<file path="src/rtl/resource_pool_arbiter_pkg.sv">
// Shared types and helpers for the resource pool arbiter.
// Holds the port-state enum and the wrap-aware issue-ID age comparison.
package resource_pool_arbiter_pkg;

    typedef enum logic [1:0] {
        PORT_IDLE = 2'd0,
        PORT_WAIT = 2'd1,
        PORT_HOLD = 2'd2
    } port_state_e;

    localparam int ID_MAX_W = 64;

    // a is older than b when (a - b) mod 2^id_w has its top bit set.
    function automatic logic id_older(input logic [ID_MAX_W-1:0] a,
                                      input logic [ID_MAX_W-1:0] b,
                                      input int unsigned         id_w);
        logic [ID_MAX_W-1:0] diff;
        diff = a - b;
        return diff[id_w-1];
    endfunction

endpackage

</file>
<file path="src/rtl/resource_pool_arbiter_priority_picker.sv">
// Ranks waiting ports and selects the top free_cnt of them (combinational).
// RESOURCE_POOL_ARBITER_AGE_PRIORITY_EN selects issue-ID age ranking; otherwise round-robin.
module resource_pool_arbiter_priority_picker
    import resource_pool_arbiter_pkg::*;
#(
    parameter int NUM_PORTS = 8,
    parameter int ID_WIDTH  = 16,
    parameter int FREE_W    = 4,
    localparam int PORT_W   = (NUM_PORTS > 1) ? $clog2(NUM_PORTS) : 1
) (
    input  logic [NUM_PORTS-1:0]          wait_mask,
    input  logic [NUM_PORTS*ID_WIDTH-1:0] req_id,
    input  logic [PORT_W-1:0]             rr_ptr,
    input  logic [FREE_W-1:0]             free_cnt,
    output logic [NUM_PORTS-1:0]          pick_mask,
    output logic [NUM_PORTS*PORT_W-1:0]   pick_rank
);

`ifdef RESOURCE_POOL_ARBITER_AGE_PRIORITY_EN
    function automatic logic beats(input int q, input int p);
        logic [ID_WIDTH-1:0] idq;
        logic [ID_WIDTH-1:0] idp;
        idq = req_id[q*ID_WIDTH +: ID_WIDTH];
        idp = req_id[p*ID_WIDTH +: ID_WIDTH];
        if (idq == idp) return q < p;
        return id_older(ID_MAX_W'(idq), ID_MAX_W'(idp), ID_WIDTH);
    endfunction

    logic unused_ptr;
    assign unused_ptr = ^rr_ptr;
`else
    // Distance from the pointer port decides order; distances are unique.
    function automatic logic beats(input int q, input int p);
        int dq;
        int dp;
        dq = (q - int'(rr_ptr) + NUM_PORTS) % NUM_PORTS;
        dp = (p - int'(rr_ptr) + NUM_PORTS) % NUM_PORTS;
        return dq < dp;
    endfunction

    logic unused_id;
    assign unused_id = ^req_id;
`endif

    // A port's rank is the number of waiting ports that beat it.
    always_comb begin
        int rank;
        rank      = 0;
        pick_mask = '0;
        pick_rank = '0;
        for (int p = 0; p < NUM_PORTS; p++) begin
            rank = 0;
            for (int q = 0; q < NUM_PORTS; q++) begin
                if (q != p && wait_mask[q] && beats(q, p)) rank = rank + 1;
            end
            if (wait_mask[p] && rank < int'(free_cnt)) begin
                pick_mask[p]                     = 1'b1;
                pick_rank[p*PORT_W +: PORT_W]    = PORT_W'(rank);
            end
        end
    end

endmodule

</file>
<file path="src/rtl/resource_pool_arbiter.sv">
// Shared unit pool allocator: grants free units to waiting ports, holds locks until release, clears on flush.
// Optional build macro: RESOURCE_POOL_ARBITER_AGE_PRIORITY_EN (age ranking instead of round-robin).
module resource_pool_arbiter
    import resource_pool_arbiter_pkg::*;
#(
    parameter int NUM_PORTS = 8,
    parameter int NUM_UNITS = 8,
    parameter int ID_WIDTH  = 16,
    parameter int UNIT_W    = (NUM_UNITS > 1) ? $clog2(NUM_UNITS) : 1,
    localparam int PORT_W   = (NUM_PORTS > 1) ? $clog2(NUM_PORTS) : 1,
    localparam int FREE_W   = $clog2(NUM_UNITS + 1)
) (
    input  logic                          clk,
    input  logic                          rst,
    input  logic [NUM_PORTS-1:0]          req,
    input  logic [NUM_PORTS*ID_WIDTH-1:0] req_id,
    input  logic                          flush,
    output logic [NUM_PORTS-1:0]          grant,
    output logic [NUM_PORTS*UNIT_W-1:0]   grant_unit,
    output logic [NUM_UNITS-1:0]          unit_busy,
    output logic [NUM_UNITS*PORT_W-1:0]   unit_owner,
    output logic [31:0]                   stall_count
);

    port_state_e                   port_state [NUM_PORTS];
    logic [NUM_PORTS-1:0]          wait_mask;
    logic [NUM_PORTS-1:0]          pick_mask;
    logic [NUM_PORTS*PORT_W-1:0]   pick_rank;
    logic [FREE_W-1:0]             free_cnt;
    logic [NUM_UNITS*UNIT_W-1:0]   free_slot;
    logic [PORT_W-1:0]             rr_ptr;
    logic [PORT_W-1:0]             rr_ptr_d;

    logic [NUM_PORTS-1:0]          grant_d;
    logic [NUM_PORTS*UNIT_W-1:0]   grant_unit_d;
    logic [NUM_UNITS-1:0]          unit_busy_d;
    logic [NUM_UNITS*PORT_W-1:0]   unit_owner_d;
    logic [31:0]                   stall_count_d;

    always_comb begin
        for (int p = 0; p < NUM_PORTS; p++) begin
            if (grant[p])    port_state[p] = PORT_HOLD;
            else if (req[p]) port_state[p] = PORT_WAIT;
            else             port_state[p] = PORT_IDLE;
            wait_mask[p] = (port_state[p] == PORT_WAIT);
        end
    end

    // Only units free at the start of the cycle are offered; slot k holds the k-th lowest free unit.
    always_comb begin
        free_cnt  = '0;
        free_slot = '0;
        for (int u = 0; u < NUM_UNITS; u++) begin
            if (!unit_busy[u]) begin
                free_slot[int'(free_cnt)*UNIT_W +: UNIT_W] = UNIT_W'(u);
                free_cnt = free_cnt + FREE_W'(1);
            end
        end
    end

    resource_pool_arbiter_priority_picker #(
        .NUM_PORTS (NUM_PORTS),
        .ID_WIDTH  (ID_WIDTH),
        .FREE_W    (FREE_W)
    ) u_picker (
        .wait_mask (wait_mask),
        .req_id    (req_id),
        .rr_ptr    (rr_ptr),
        .free_cnt  (free_cnt),
        .pick_mask (pick_mask),
        .pick_rank (pick_rank)
    );

    always_comb begin
        logic [PORT_W-1:0] rank;
        logic [UNIT_W-1:0] unit;
        rank          = '0;
        unit          = '0;
        grant_d       = grant;
        grant_unit_d  = grant_unit;
        unit_busy_d   = unit_busy;
        unit_owner_d  = unit_owner;
        stall_count_d = stall_count;
        if (flush) begin
            grant_d      = '0;
            grant_unit_d = '0;
            unit_busy_d  = '0;
            unit_owner_d = '0;
        end else begin
            for (int p = 0; p < NUM_PORTS; p++) begin
                if (port_state[p] == PORT_HOLD && !req[p]) begin
                    unit = grant_unit[p*UNIT_W +: UNIT_W];
                    unit_busy_d[unit]                        = 1'b0;
                    unit_owner_d[int'(unit)*PORT_W +: PORT_W] = '0;
                    grant_d[p]                               = 1'b0;
                    grant_unit_d[p*UNIT_W +: UNIT_W]         = '0;
                end
            end
            for (int p = 0; p < NUM_PORTS; p++) begin
                if (pick_mask[p]) begin
                    rank = pick_rank[p*PORT_W +: PORT_W];
                    unit = free_slot[int'(rank)*UNIT_W +: UNIT_W];
                    grant_d[p]                               = 1'b1;
                    grant_unit_d[p*UNIT_W +: UNIT_W]         = unit;
                    unit_busy_d[unit]                        = 1'b1;
                    unit_owner_d[int'(unit)*PORT_W +: PORT_W] = PORT_W'(p);
                end
            end
            if (|(wait_mask & ~pick_mask)) stall_count_d = stall_count + 32'd1;
        end
    end

`ifdef RESOURCE_POOL_ARBITER_AGE_PRIORITY_EN
    assign rr_ptr_d = '0;
`else
    // The lowest-priority granted port has the highest rank; the pointer moves just past it.
    always_comb begin
        logic [PORT_W-1:0] best_rank;
        int                last_port;
        best_rank = '0;
        last_port = 0;
        rr_ptr_d  = rr_ptr;
        for (int p = 0; p < NUM_PORTS; p++) begin
            if (pick_mask[p] && pick_rank[p*PORT_W +: PORT_W] >= best_rank) begin
                best_rank = pick_rank[p*PORT_W +: PORT_W];
                last_port = p;
            end
        end
        if (!flush && |pick_mask) rr_ptr_d = PORT_W'((last_port + 1) % NUM_PORTS);
    end
`endif

    always_ff @(posedge clk) begin
        if (rst) begin
            grant       <= '0;
            grant_unit  <= '0;
            unit_busy   <= '0;
            unit_owner  <= '0;
            stall_count <= '0;
            rr_ptr      <= '0;
        end else begin
            grant       <= grant_d;
            grant_unit  <= grant_unit_d;
            unit_busy   <= unit_busy_d;
            unit_owner  <= unit_owner_d;
            stall_count <= stall_count_d;
            rr_ptr      <= rr_ptr_d;
        end
    end

endmodule

</file>
<file path="config.mk">
export PLATFORM = sky130hd
export DESIGN_NAME = resource_pool_arbiter
export DESIGN_NICKNAME = d
export VERILOG_FILES = /design/src/rtl/resource_pool_arbiter_pkg.sv /design/src/rtl/resource_pool_arbiter_priority_picker.sv /design/src/rtl/resource_pool_arbiter.sv
export SDC_FILE = /design/constraint.sdc
export NUM_CORES = 1
export LEC_CHECK = 0
export ABC_AREA = 0
export ABC_CLOCK_PERIOD_IN_PS = 19800
export BUFFER_PORTS_ARGS = -buffer_cell sky130_fd_sc_hd__buf_2
export CAP_MARGIN = 20
export CORE_MARGIN = 3
export CORE_UTILIZATION = 25
export CTS_CLUSTER_DIAMETER = 200
export DETAILED_ROUTE_END_ITERATION = 8
export SETUP_SLACK_MARGIN = 0.1
export SYNTH_ARGS = -nofsm -noshare
export SYNTH_HDL_FRONTEND = slang
export SYNTH_HIERARCHICAL = 1
export SYNTH_SLANG_ARGS = --single-unit
</file>
<file path="constraint.sdc">
create_clock -name clk -period 19.8 [get_ports clk]
set_clock_uncertainty 0.15 [all_clocks]
set_input_delay 1.98 -clock clk [delete_from_list [all_inputs] [get_ports clk]]
set_output_delay 1.98 -clock clk [all_outputs]
set_load 0.03 [all_outputs]
</file>
==> impl_metrics.json, run 1 <==
{
  "outcome": "finished clean",
  "cts_tree": "done",
  "cts_num_sinks": 99,
  "vias": 18800,
  "clock-root-buffer": "clkbuf_16",
  "yosysTopAreaCell": "ha_1",
  "initial_core_util": 0.254,
  "cp.required_ns": 19.89,
  "drt.antenna.violating_nets": 0,
  "final_nets": 2752,
  "drt_iter0_drc": 2211,
  "syn_nets": 2692,
  "fin_util": 0.282,
  "synth_top_flop_cell": "dfxtp_1",
  "startpoint_type": "register",
  "rsz0062_at_grt": "no",
  "path_max_fanout": 8,
  "cts_buffers": 9,
  "grt_pass1_vias": 17300,
  "num_io_pins": 235,
  "synth-seq-area-share": 0.113,
  "critical_path_class": "reg -> reg",
  "min_period_ns": 18.29,
  "critPathMostFrequentCell": "ha_1",
  "grt_usage": 0.177,
  "dr_wl_met3_um": 6520,
  "worst_path_max_delay_cell": "dfxtp_1",
  "hold_depth": 2,
  "h-tree-depth": 3,
  "grt_first_pass_wirelength_um": 104000,
  "routed_wl_um": 68100,
  "ys.warnings.count": 6,
  "final_hold_viol_count": 0,
  "core_mm2": 0.0691,
  "cts_buffer_depth": 2,
  "rows": 96,
  "synth_area_mm2": 0.0176,
  "yosys.area.top_type_share": 0.145,
  "worst_ep_arrival_time_ns": 18.37,
  "port_buffers": 106,
  "layout_commonest_cell": "nor2_1",
  "path_clk_slew_ns": 0.08,
  "slew_violations": 0,
  "final_cell_mix": "nor2_1, ha_1, nand2_1",
  "drive_gt1_frac": 0.115,
  "ys_seq_elements": 99,
  "dpl_cell_area_mm2": 0.0192,
  "avgSynthCellArea_um2": 7.48,
  "hpwlAfterDp_um": 53200,
  "ys_top_cells_by_area": "ha_1, dfxtp_1, nor2_1",
  "cap_viol_max_count": 0,
  "fin_cells": 3349,
  "min_period_over_period": 0.924,
  "rr_worst_depth": 77,
  "antenna_found_initial": 2,
  "syn2layout_area_growth_pct": 11.0,
  "dieWidth_um": 271,
  "dr.pass1.iters": 6,
  "drc": 0,
  "clock_latency_ns": 0.38,
  "rrSetupSlack_ns": 1.51,
  "max_slew.worst_pin.slew_ns": 1.25,
  "setup_viol": 0,
  "setup_tns_ns": 0,
  "routedWlPerCell_um": 20.3,
  "fin_area_mm2": 0.0195,
  "fill_cells": 7596,
  "max_freq_mhz": 54.7,
  "synth_edf_count": 0,
  "netlist-cell-type-count": 113,
  "max_stage_delay_ns": 0.53,
  "grt.overflow.total": 0,
  "dp.cells": 3327,
  "syn_inst": 2348,
  "critPathCaptureType": "register",
  "wl_met2_um": 29300,
  "dieArea_mm2": 0.0735,
  "drt-met1-wl_um": 29900,
  "hold_class": "reg -> reg",
  "dieHeight_um": 271,
  "highest_layer": "met4",
  "grt_max_degree": 60,
  "viasPerCell": 5.62,
  "async_flop_share": 0,
  "timing.slew.headroom": 0.169,
  "gp_congestion": 0.988
}
## synth_stat cells, drive strengths merged, types with 45 or more instances
cell,instances
a21oi,92
a31oi,54
and2,45
clkbuf,77
dfxtp,99
ha,204
inv,150
nand2,194
nand2b,51
nand3,124
nand4,45
nor2,232
nor2b,54
nor3,87
o21ai,46
xnor2,83
xor2,61
## final cells by class
type / count / area, um2 / share of cell area
timing repair buffer: 148 / 846 / 0.0434
clock inverter: 7 / 66.3 / 0.00340
clock buffer: 9 / 225 / 0.0115
tap: 931 / 1160 / 0.0597
inverter: 154 / 582 / 0.0298
multi-input combinational: 1996 / 14600 / 0.750
antenna: 5 / 12.5 / 0.000642
sequential: 99 / 1980 / 0.102
## logic make-up after synthesis
kind of cell | count (synthesis) | share of synthesized area
AO/OA/AOI/OAI | 541 | 0.226
XOR/XNOR | 166 | 0.106
adder cells (fa/ha/maj) | 208 | 0.148
buffers and inverters | 253 | 0.0561
flip-flops | 99 | 0.113
multiplexers | 69 | 0.0544
AND/OR/NAND/NOR | 1012 | 0.296
## per-layer routing
layer | track usage | up-vias
li1 | - | 8826
met3 | 0.0427 | 154
met5 | 0 | -
met4 | 0.0530 | 0
met2 | 0.275 | 981
met1 | 0.241 | 8859
## final timing paths
check,from,end
setup / recovery,unit_busy[0],rr_ptr[2]
hold / removal,unit_owner[14],unit_owner[14]
setup reg to reg,unit_busy[0],rr_ptr[2]
hold reg to reg,unit_owner[14],unit_owner[14]
## metrics by stage
step	hold slack, ns	setup WS (ns)
floorplan	0.411	3.49
global placement	0.301	1.10
detailed placement	0.297	0.957
CTS	0.308	0.854
global route	0.336	0.225
finish	0.306	1.51
## sequential cells by signal (all words and copies together), names as in the netlist
signal / cells
unit_owner: 24
stall_count: 32
rr_ptr: 3
grant_unit: 24
grant: 8
unit_busy: 8
## critical path, delay by kind of cell, from the launching register on
kind,cells,cell delay [ns]
buf+inv,7,0.88
flops,1,0.53
mux,5,1.93
xor+xnor,1,0.19
compound gates,24,5.30
simple gates,23,4.14
fa+ha+maj,17,5.00
## what timing repair did
| action | 4_1_cts | 5_1_grt |
|---|---|---|
| gates resized for setup | 0 | 7 |
| buffers inserted | 0 | 1 |
| hold buffers | 0 | 0 |
| endpoints found under the setup margin | 0 | 3 |
Power of run 1 is not shown: default switching activity piles up to over one toggle a cycle in this logic, so the estimate is an artifact.
==> run 2, diff against run 1 <==
ABC_CLOCK_PERIOD_IN_PS = 16700   (was 19800)
clock period = 16.7 ns   (was 19.8 ns; I/O delays follow)
==> impl_metrics.json, run 2 (same netlist as run 1, synthesis figures left out) <==
{
  "grt_first_pass_wirelength_um": 103000,
  "drt_iter0_drc": 1909,
  "setup_viol": 0,
  "final_nets": 2786,
  "slew_violations": 0,
  "timing.rr.start": "unit_busy[1]",
  "fin_util": 0.288,
  "num_io_pins": 235,
  "clock-root-buffer": "clkbuf_16",
  "clock_latency_ns": 0.37,
  "cap_viol_max_count": 0,
  "viasPerCell": 5.54,
  "port_buffers": 106,
  "timing.slew.headroom": 0.196,
  "layout_commonest_cell": "nor2_1",
  "cp-startpoint": "unit_busy[1]",
  "syn2layout_area_growth_pct": 13.2,
  "antenna_found_initial": 0,
  "cts_buffers": 9,
  "critPathMostFrequentCell": "ha_1",
  "drc": 0,
  "routedWlPerCell_um": 20.2,
  "cts_buffer_depth": 2,
  "h-tree-depth": 3,
  "path_max_fanout": 7,
  "largest_reg_flops": 32,
  "dr.pass1.iters": 6,
  "rrSetupSlack_ns": 1.02,
  "max_stage_delay_ns": 0.39,
  "min_period_ns": 15.68,
  "setup_tns_ns": 0,
  "cts_num_sinks": 99,
  "max_freq_mhz": 63.8,
  "grt_max_degree": 60,
  "worst_ep_arrival_time_ns": 15.77,
  "hold_depth": 2,
  "insertedDiodeCount": 0,
  "hpwlAfterDp_um": 53900,
  "vias": 18700,
  "register_area_mm2": 0.00199,
  "max_slew.worst_pin.slew_ns": 1.20,
  "initial_core_util": 0.254,
  "dieWidth_um": 271,
  "path_clk_slew_ns": 0.08,
  "critPathCaptureType": "register",
  "cp.required_ns": 16.79,
  "multi_input_area_mm2": 0.0148,
  "core_mm2": 0.0691,
  "startpoint_type": "register",
  "hold_class": "reg -> reg",
  "whs_ns": 0.313,
  "reg_top3": "stall_count (32), grant_unit (24), unit_owner (24)",
  "worstSetupEndpoint": "rr_ptr[2]",
  "min_period_over_period": 0.939,
  "gp_congestion": 0.986,
  "rows": 96,
  "fin_ws_ns": 1.02,
  "cts_tree": "done",
  "worst_path_max_delay_cell": "dfxtp_2",
  "dieArea_mm2": 0.0735,
  "cts_hold_buffers": 0,
  "outcome": "finished clean",
  "final_cell_mix": "nor2_1, ha_1, nand2_1",
  "worstReg2RegEnd": "rr_ptr[2]",
  "place_ws_ns": 0.246,
  "grt_pass1_vias": 17100,
  "routed_wl_um": 68200,
  "critical_path_class": "reg -> reg",
  "grt_usage": 0.175,
  "top_register": "stall_count",
  "grt.overflow.total": 0,
  "fill_cells": 7579,
  "final_hold_viol_count": 0,
  "drive_gt1_frac": 0.138,
  "rr_worst_depth": 75,
  "drt.antenna.violating_nets": 0,
  "dieHeight_um": 271
}
## run 2: changes by cell type in the layout (fill, tap and decap cells not counted), sizes merged
cell,delta
buf,+34
clkinvlp,-1
diode,-5
inv,+1
## run 2: how the worst min path moves through the flow
stage | endpoint | slack [ns] | from
floorplan | rr_ptr[0] | 0.41 | rr_ptr[0]
global placement | unit_owner[14] | 0.30 | unit_owner[14]
detailed placement | unit_owner[14] | 0.30 | unit_owner[14]
CTS | unit_owner[14] | 0.31 | unit_owner[14]
global route | unit_owner[14] | 0.34 | unit_owner[14]
finish | unit_owner[14] | 0.31 | unit_owner[14]
## run 2: metal layers
metal  GRT usage  share of wire  vias up
met1       0.242           0.44     8773
met5           0              0        -
met4      0.0522          0.031        0
met2       0.277           0.44      905
met3      0.0330          0.087      150
li1            -              -     8890
## run 2: metrics by stage
stage          instance area [um2]  cells
6_report                     19900   3378
4_1_cts                      19700   3369
2_1_floorplan                17600   2348
3_3_place_gp                 19400   3353
3_5_place_dp                 19400   3353
5_1_grt                      19900   3378
## run 2: area by class of cell
class | count | share of cell area
multi-input combinational | 1996 | 0.742
clock inverter | 7 | 0.00359
inverter | 154 | 0.0291
tap | 931 | 0.0586
clock buffer | 9 | 0.0113
sequential | 99 | 0.100
timing repair buffer | 182 | 0.0553
## run 2: critical path, delay by kind of cell (launching register included)
family,cells,cell delay (ns)
XOR/XNOR,2,0.61
flip-flops,1,0.39
multiplexers,5,1.80
buffers and inverters,7,0.93
AND/OR/NAND/NOR,23,3.55
adder cells (fa/ha/maj),16,4.60
AO/OA/AOI/OAI,22,3.54
## run 2: timing repair
item | 4_1_cts | 5_1_grt
gates resized for setup | 0 | 40
endpoints found under the setup margin | 0 | 3
setup buffers | 0 | 8
Power of run 2 is left out for the same reason.
